**src/rtl/multicycle_pkg.sv**
```systemverilog
// Shared encodings for the multi-cycle MIPS control FSM:
// state codes, opcodes, ALUOp codes and the control-word bundle.
package multicycle_pkg;

  typedef enum logic [3:0] {
    S_FETCH  = 4'd0,
    S_DECODE = 4'd1,
    S_MEMADR = 4'd2,
    S_MEMRD  = 4'd3,
    S_MEMWB  = 4'd4,
    S_MEMWR  = 4'd5,
    S_EXEC   = 4'd6,
    S_ALUWB  = 4'd7,
    S_BRANCH = 4'd8,
    S_ADDIEX = 4'd9,
    S_ORIEX  = 4'd10,
    S_IMMWB  = 4'd11,
    S_JUMP   = 4'd12
  } state_t;

  localparam logic [5:0] OP_RTYPE = 6'h00;
  localparam logic [5:0] OP_J     = 6'h02;
  localparam logic [5:0] OP_BEQ   = 6'h04;
  localparam logic [5:0] OP_ADDI  = 6'h08;
  localparam logic [5:0] OP_ORI   = 6'h0D;
  localparam logic [5:0] OP_LW    = 6'h23;
  localparam logic [5:0] OP_SW    = 6'h2B;

  localparam logic [5:0] FUNCT_MUL = 6'h18;

  localparam logic [1:0] ALUOP_ADD   = 2'b00;
  localparam logic [1:0] ALUOP_SUB   = 2'b01;
  localparam logic [1:0] ALUOP_OR    = 2'b10;
  localparam logic [1:0] ALUOP_RTYPE = 2'b11;

  localparam logic [1:0] SRCB_RT   = 2'b00;
  localparam logic [1:0] SRCB_FOUR = 2'b01;
  localparam logic [1:0] SRCB_IMM  = 2'b10;
  localparam logic [1:0] SRCB_SHL  = 2'b11;

  localparam logic [1:0] PCSRC_ALU  = 2'b00;
  localparam logic [1:0] PCSRC_OUT  = 2'b01;
  localparam logic [1:0] PCSRC_JUMP = 2'b10;

  typedef struct packed {
    logic       pc_write;
    logic       pc_write_cond;
    logic [1:0] pc_source;
    logic       iord;
    logic       mem_read;
    logic       mem_write;
    logic       ir_write;
    logic       mem_to_reg;
    logic       reg_dst;
    logic       reg_write;
    logic       alu_src_a;
    logic [1:0] alu_src_b;
    logic [1:0] alu_op;
    logic       illegal;
  } ctrl_t;

endpackage

```
**src/rtl/multicycle_control_mul_wait_counter.sv**
```systemverilog
// Down-counter that holds EXEC for a multi-cycle mul.
// Ports: clk_i, rst_i, load_i/load_val_i, dec_i, done_o (count==0).
module mul_wait_counter (
  input  logic       clk_i,
  input  logic       rst_i,
  input  logic       load_i,
  input  logic [3:0] load_val_i,
  input  logic       dec_i,
  output logic       done_o
);

  logic [3:0] cnt_q;
  logic [3:0] cnt_d;

  always_comb begin
    cnt_d = cnt_q;
    if (load_i) begin
      cnt_d = load_val_i;
    end else if (dec_i && cnt_q != 4'd0) begin
      cnt_d = cnt_q - 4'd1;
    end
  end

  always_ff @(posedge clk_i) begin
    if (rst_i) begin
      cnt_q <= 4'd0;
    end else begin
      cnt_q <= cnt_d;
    end
  end

  assign done_o = (cnt_q == 4'd0);

endmodule

```
**src/rtl/multicycle_control.sv**
```systemverilog
// Main control FSM of the multi-cycle MIPS core.
// Inputs: clk_i, rst_i, Op_i, funct_i, MemAck_i. Outputs: datapath
// strobes/selects, ALUOp_o, Illegal_o, State_o. Multi-cycle mul is
// compiled in with MULTICYCLE_MUL_EN.
module multicycle_control
  import multicycle_pkg::*;
#(
  parameter int MUL_LATENCY = 4
) (
  input  logic       clk_i,
  input  logic       rst_i,
  input  logic [5:0] Op_i,
  input  logic [5:0] funct_i,
  input  logic       MemAck_i,
  output logic       PCWrite_o,
  output logic       PCWriteCond_o,
  output logic [1:0] PCSource_o,
  output logic       IorD_o,
  output logic       MemRead_o,
  output logic       MemWrite_o,
  output logic       IRWrite_o,
  output logic       MemtoReg_o,
  output logic       RegDst_o,
  output logic       RegWrite_o,
  output logic       ALUSrcA_o,
  output logic [1:0] ALUSrcB_o,
  output logic [1:0] ALUOp_o,
  output logic       Illegal_o,
  output logic [3:0] State_o
);

  state_t state_q;
  state_t state_d;
  ctrl_t  ctl;
  logic   hold_exec;

`ifdef MULTICYCLE_MUL_EN
  logic mul_done;
  logic mul_load;

  // Reload on every EXEC entry; only a mul consults the done flag.
  assign mul_load = (state_q == S_DECODE) && (Op_i == OP_RTYPE);

  mul_wait_counter u_mul_cnt (
    .clk_i      (clk_i),
    .rst_i      (rst_i),
    .load_i     (mul_load),
    .load_val_i (4'(MUL_LATENCY - 1)),
    .dec_i      (state_q == S_EXEC),
    .done_o     (mul_done)
  );

  assign hold_exec = (funct_i == FUNCT_MUL) && !mul_done;
`else
  logic unused_cfg;
  assign unused_cfg = ^{funct_i, 4'(MUL_LATENCY)};
  assign hold_exec  = 1'b0;
`endif

  always_comb begin
    state_d = state_q;
    unique case (state_q)
      S_FETCH:  if (MemAck_i) state_d = S_DECODE;
      S_DECODE: begin
        unique case (Op_i)
          OP_LW, OP_SW: state_d = S_MEMADR;
          OP_RTYPE:     state_d = S_EXEC;
          OP_BEQ:       state_d = S_BRANCH;
          OP_ADDI:      state_d = S_ADDIEX;
          OP_ORI:       state_d = S_ORIEX;
          OP_J:         state_d = S_JUMP;
          default:      state_d = S_FETCH;
        endcase
      end
      S_MEMADR: state_d = (Op_i == OP_LW) ? S_MEMRD : S_MEMWR;
      S_MEMRD:  if (MemAck_i) state_d = S_MEMWB;
      S_MEMWR:  if (MemAck_i) state_d = S_FETCH;
      S_EXEC:   if (!hold_exec) state_d = S_ALUWB;
      S_ADDIEX: state_d = S_IMMWB;
      S_ORIEX:  state_d = S_IMMWB;
      default:  state_d = S_FETCH;
    endcase
  end

  always_ff @(posedge clk_i) begin
    if (rst_i) begin
      state_q <= S_FETCH;
    end else begin
      state_q <= state_d;
    end
  end

  always_comb begin
    ctl = '0;
    unique case (state_q)
      S_FETCH: begin
        ctl.mem_read  = 1'b1;
        ctl.alu_src_b = SRCB_FOUR;
        ctl.ir_write  = MemAck_i;
        ctl.pc_write  = MemAck_i;
      end
      S_DECODE: begin
        ctl.alu_src_b = SRCB_SHL;
        unique case (Op_i)
          OP_LW, OP_SW, OP_RTYPE, OP_BEQ,
          OP_ADDI, OP_ORI, OP_J: ctl.illegal = 1'b0;
          default:               ctl.illegal = 1'b1;
        endcase
      end
      S_MEMADR: begin
        ctl.alu_src_a = 1'b1;
        ctl.alu_src_b = SRCB_IMM;
      end
      S_MEMRD: begin
        ctl.mem_read = 1'b1;
        ctl.iord     = 1'b1;
      end
      S_MEMWB: begin
        ctl.reg_write  = 1'b1;
        ctl.mem_to_reg = 1'b1;
      end
      S_MEMWR: begin
        ctl.mem_write = 1'b1;
        ctl.iord      = 1'b1;
      end
      S_EXEC: begin
        ctl.alu_src_a = 1'b1;
        ctl.alu_op    = ALUOP_RTYPE;
      end
      S_ALUWB: begin
        ctl.reg_dst   = 1'b1;
        ctl.reg_write = 1'b1;
      end
      S_BRANCH: begin
        ctl.alu_src_a     = 1'b1;
        ctl.alu_op        = ALUOP_SUB;
        ctl.pc_write_cond = 1'b1;
        ctl.pc_source     = PCSRC_OUT;
      end
      S_ADDIEX: begin
        ctl.alu_src_a = 1'b1;
        ctl.alu_src_b = SRCB_IMM;
      end
      S_ORIEX: begin
        ctl.alu_src_a = 1'b1;
        ctl.alu_src_b = SRCB_IMM;
        ctl.alu_op    = ALUOP_OR;
      end
      S_IMMWB:  ctl.reg_write = 1'b1;
      S_JUMP: begin
        ctl.pc_write  = 1'b1;
        ctl.pc_source = PCSRC_JUMP;
      end
      default: ctl = '0;
    endcase
    // Reset is synchronous, so the state register can still hold
    // stale state during the first reset cycle; mask it here.
    if (rst_i) ctl = '0;
  end

  assign PCWrite_o     = ctl.pc_write;
  assign PCWriteCond_o = ctl.pc_write_cond;
  assign PCSource_o    = ctl.pc_source;
  assign IorD_o        = ctl.iord;
  assign MemRead_o     = ctl.mem_read;
  assign MemWrite_o    = ctl.mem_write;
  assign IRWrite_o     = ctl.ir_write;
  assign MemtoReg_o    = ctl.mem_to_reg;
  assign RegDst_o      = ctl.reg_dst;
  assign RegWrite_o    = ctl.reg_write;
  assign ALUSrcA_o     = ctl.alu_src_a;
  assign ALUSrcB_o     = ctl.alu_src_b;
  assign ALUOp_o       = ctl.alu_op;
  assign Illegal_o     = ctl.illegal;
  assign State_o       = rst_i ? 4'd0 : state_q;

endmodule

```
**config.mk**
```make
export PLATFORM = sky130hd
export DESIGN_NAME = multicycle_control
export DESIGN_NICKNAME = d
export VERILOG_FILES = /design/src/rtl/multicycle_pkg.sv /design/src/rtl/multicycle_control_mul_wait_counter.sv /design/src/rtl/multicycle_control.sv
export SDC_FILE = /design/constraint.sdc
export NUM_CORES = 1
export LEC_CHECK = 0
export CAP_MARGIN = 5
export CORE_UTILIZATION = 40
export DETAILED_ROUTE_END_ITERATION = 7
export PLACE_DENSITY = 0.95
export SLEW_MARGIN = 15
export SYNTH_ARGS = -nofsm -noshare
export SYNTH_HDL_FRONTEND = slang
export SYNTH_SLANG_ARGS = --single-unit
```
**constraint.sdc**
```tcl
create_clock -name clk_i -period 2.1 [get_ports clk_i]
set_input_delay 0.42 -clock clk_i [delete_from_list [all_inputs] [get_ports clk_i]]
set_output_delay 0.42 -clock clk_i [all_outputs]
set_load 0.01 [all_outputs]
```
==> summary.md <==
| Metric | Value |
|---|---|
| Top flop regs | state_q (4) |
| Yosys warns | 0 |
| FILL cells | 99 |
| Most frequent CP cell | buf_4 |
| Nature of the critical path startpoint | primary input |
| Clock Tree Root | clkbuf_4 |
| Biggest register | state_q |
| CP Capture Point | State_o[1] |
| Final hold violations | 0 |
| Largest register FFs | 4 |
| Register-to-Register Setup Slack | 810 ps |
| Status | completed |
| Syn Inst Count | 96 |
| Worst reg2reg path endpoint | state_q[0] |
| First-pass GRT wire length | 3560 um |
| # IOs | 36 |
| Register-to-Register Path Depth | 5 |
| Clk_skew | 10.38 ps |
| Switch Pwr | roughly 0.11 mW |
| Drt via density | 5.968 |
| Avg WL per Cell | 14.02 um |
| Synthesis-to-finish area growth | 77.23% |
| Largest net degree at the start of global routing | 13 |
| Sequential area share after synthesis | 0.1267 |
| Met1 Resource Use GR | 0.2656 |
| RSZ-0062 raised after global routing | false |
| Top cells by area, synth | dfxtp_1 13%, nor2b_1 6.9%, nor2_1 5.9% |
| Routability cong. | roughly 0.90 |
| CP Capture Type | output port |
| Period minus WS final | slightly above 2000 ps |
| Later-pin clock latency in the skew report | 240 ps |
| Peak Freq | 492.2 MHz |
| Inserted Clock Buffers | 3 |
| Worst reg2reg path startpoint | state_q[0] |
| Die height | 41.75 um |
| Netlist cell types | 37 |
| H-Tree Depth | 1 |
| Switching Share | 0.3349 |
| Slowest CP cell | clkdlybuf4s50_1 |
| Hold buffer count at cts | 0 |
| GR peak layer | met2 |
| Slew headroom | 0.7752 |
| Max VDD drop | about 240 uV |
| Worst path cell trace | dlygate4sd2_1, buf_4, nor2b_4, buf_4, clkdlybuf4s50_1 |
| Cell family with most CP delay | buffers and inverters |
| Post-route ant nets | 0 |
| Tot Pwr | 0.3147 mW |
| Row Count | 13 |
| Max-cap viol count | 0 |
| CTS Buffer Depth | 2 |
| Clock Pin Slew Worst Setup and Hold Paths | 40 ps |
| Vias in the first global route | 858 |
| I/O Buffers | 29 |
| Net Count, Synth | 111 |
| Initial core utilization | 0.4570 |
| Final critical-path share of the clock period | 0.9674 |
| Finished Cell Area | approximately 1100 um^2 |
| Ratio of cells with drive above 1 in the final layout | 0.2929 |
| Bufs and invs on worst path | 4 |
| Inserted Diodes | 0 |
| GR Util met3 | 0.1000 |
| Initial antenna violation count | 0 |
| Post-synth EDFFs | 0 |
| Initial DRC count | 24 |
| Seq pwr share | 0.255 |
| Least-Margin Pin Slew | roughly 330 ps |
| Top FF cell, synth | dfxtp_1 |
| Post-synth top area share | 0.1267 |
| DIE AREA | roughly 1700 um^2 |
| Crit path depth | 5 |
| Async set or reset register ratio after synthesis | 0 |
| Core area | approximately 1400 um^2 |
| Comb pwr share | 0.429 |
| CTS Sinks | 4 |
| Critical path peak fanout | 4 |
| Pleak | between 0.6 and 0.7 nW |
| Min-delay worst type | flip-flop to flip-flop |
| Global Route Usage Sum | 0.2601 |
| Met2 usage | 0.4813 |
| Global route overflow | 0 |
| Cell accounting for the most synthesized area | dfxtp_1 |
| Critical Path Max Stage Delay | between 500 and 600 ps |
| Clk pwr share | 0.316 |
| Internal power | between 0.2 and 0.25 mW |
| Count leader, synth | nor2_1 |
| Final net count | 157 |
| Critical path class | primary input to output port |
| Final setup viols | 0 |
| Most instantiated cells after synthesis | 10 x nor2_1, 7 x clkbuf_1, 7 x nand2_1, 7 x nor2b_1 |
| CTS tree | done |
| Power Density | 281.0 nW/um^2 |
| Post-DP Area | 1055 um^2 |
| Final Slew Violations | 0 |
| Worst setup path start | rst_i |
| Final Util | 0.8100 |
| CP required | around 1700 ps |
| DPL Wire Length | roughly 1500 um |
| Detailed-route via count | 925 |
| Drt drc | 0 |
| Total routed wirelength | 2173 um |
| Register bit total from synthesis | 4 |
| Syn Area/Cell | 6.582 um^2 |
| Mapped Area | 631.9 um^2 |
| Sum Neg Setup Slack | 0 ps |
| Arrival time of the worst setup path | roughly 1600 ps |
| Die X | approximately 42 um |
| 1st-pass router iterations | 4 |
area by class of cell:
cell class | instances | area (um^2) | share of cell area
clock buffers | 3 | 22.52 | 0.02011
flip-flops and latches | 4 | 88.84 | 0.07933
multi-input cells | 77 | 518.0 | 0.4626
well taps | 15 | 18.77 | 0.01676
repair buffers | 53 | 460.4 | 0.4112
inverters | 3 | 11.26 | 0.01006
worst min-delay path by stage:
stage                 end  slack (ps)  startpoint  cells after the start
2_1_floorplan  state_q[0]         530    MemAck_i                      1
3_3_place_gp   state_q[2]         680  state_q[0]                      3
3_5_place_dp   state_q[2]         710  state_q[0]                      3
4_1_cts        state_q[2]         700  state_q[3]                      3
5_1_grt        state_q[2]         730  state_q[3]                      3
6_report       state_q[2]         660  state_q[3]                      3
cell families (layout without fill, tap and decap cells):
| group | after synthesis | after routing | share of synthesized area |
|---|---|---|---|
| buf+inv | 15 | 59 | 0.1228 |
| compound gates | 24 | 24 | 0.2634 |
| simple gates | 50 | 50 | 0.4456 |
| xor+xnor | 3 | 3 | 0.04159 |
| flops | 4 | 4 | 0.1267 |
stage by stage:
| step | setup WS [ps] | instances | hold WS (ps) |
|---|---|---|---|
| 2_1_floorplan | 254.2 | 96 | 529.2 |
| 3_3_place_gp | -396.2 | 152 | 684.8 |
| 3_5_place_dp | -523.7 | 152 | 708.4 |
| 4_1_cts | 16.41 | 155 | 700.2 |
| 5_1_grt | 29.95 | 155 | 729.5 |
| 6_report | 68.41 | 155 | 663.2 |
per-layer routing:
layer	wire [um]	vias to the layer above
met3	163	4
li1	-	444
met1	791	429
met5	0	-
met4	33	0
met2	1185	48
tightest hold or removal path, cell delays in order, from the launching register on:
cell and delay (ps):
dfxtp_4 410, nor2_4 70, o2111ai_1 90, nand3_1 60
repair_timing:
item | 4_1_cts | 5_1_grt
gates resized for setup | 34 | 9
endpoints found under the setup margin | 20 | 7
hold endpoints to repair | 0 | 0
pin swaps | 2 | 1
setup buffers | 0 | 0
power by group through the flow:
stage	clock network, mW	registers [mW]	logic (mW)
after floorplan	0	0.0806	0.0659
after CTS	0.0958	0.0800	0.130
after detailed placement	0	0.0831	0.134
after global placement	0	0.0830	0.130
after global routing	0.114	0.0807	0.146
final	0.0995	0.0803	0.135
layout by cell type, fill, tap and decap left out, types with 2 or more instances in the layout:
| cell | instances |
|---|---|
| a211oi_1 | 2 |
| a21oi_1 | 5 |
| and3_1 | 5 |
| buf_4 | 24 |
| clkbuf_4 | 3 |
| clkdlybuf4s50_1 | 6 |
| dfxtp_4 | 2 |
| dlygate4sd2_1 | 16 |
| dlymetal6s2s_1 | 6 |
| inv_1 | 3 |
| nand2_1 | 7 |
| nand3_1 | 4 |
| nor2_1 | 7 |
| nor2_2 | 2 |
| nor2b_1 | 4 |
| nor2b_2 | 2 |
| nor3_1 | 5 |
| nor4b_2 | 2 |
| o21a_1 | 2 |
| o21ai_0 | 4 |
| xor2_1 | 3 |
Power figures use the tool's default switching activity.
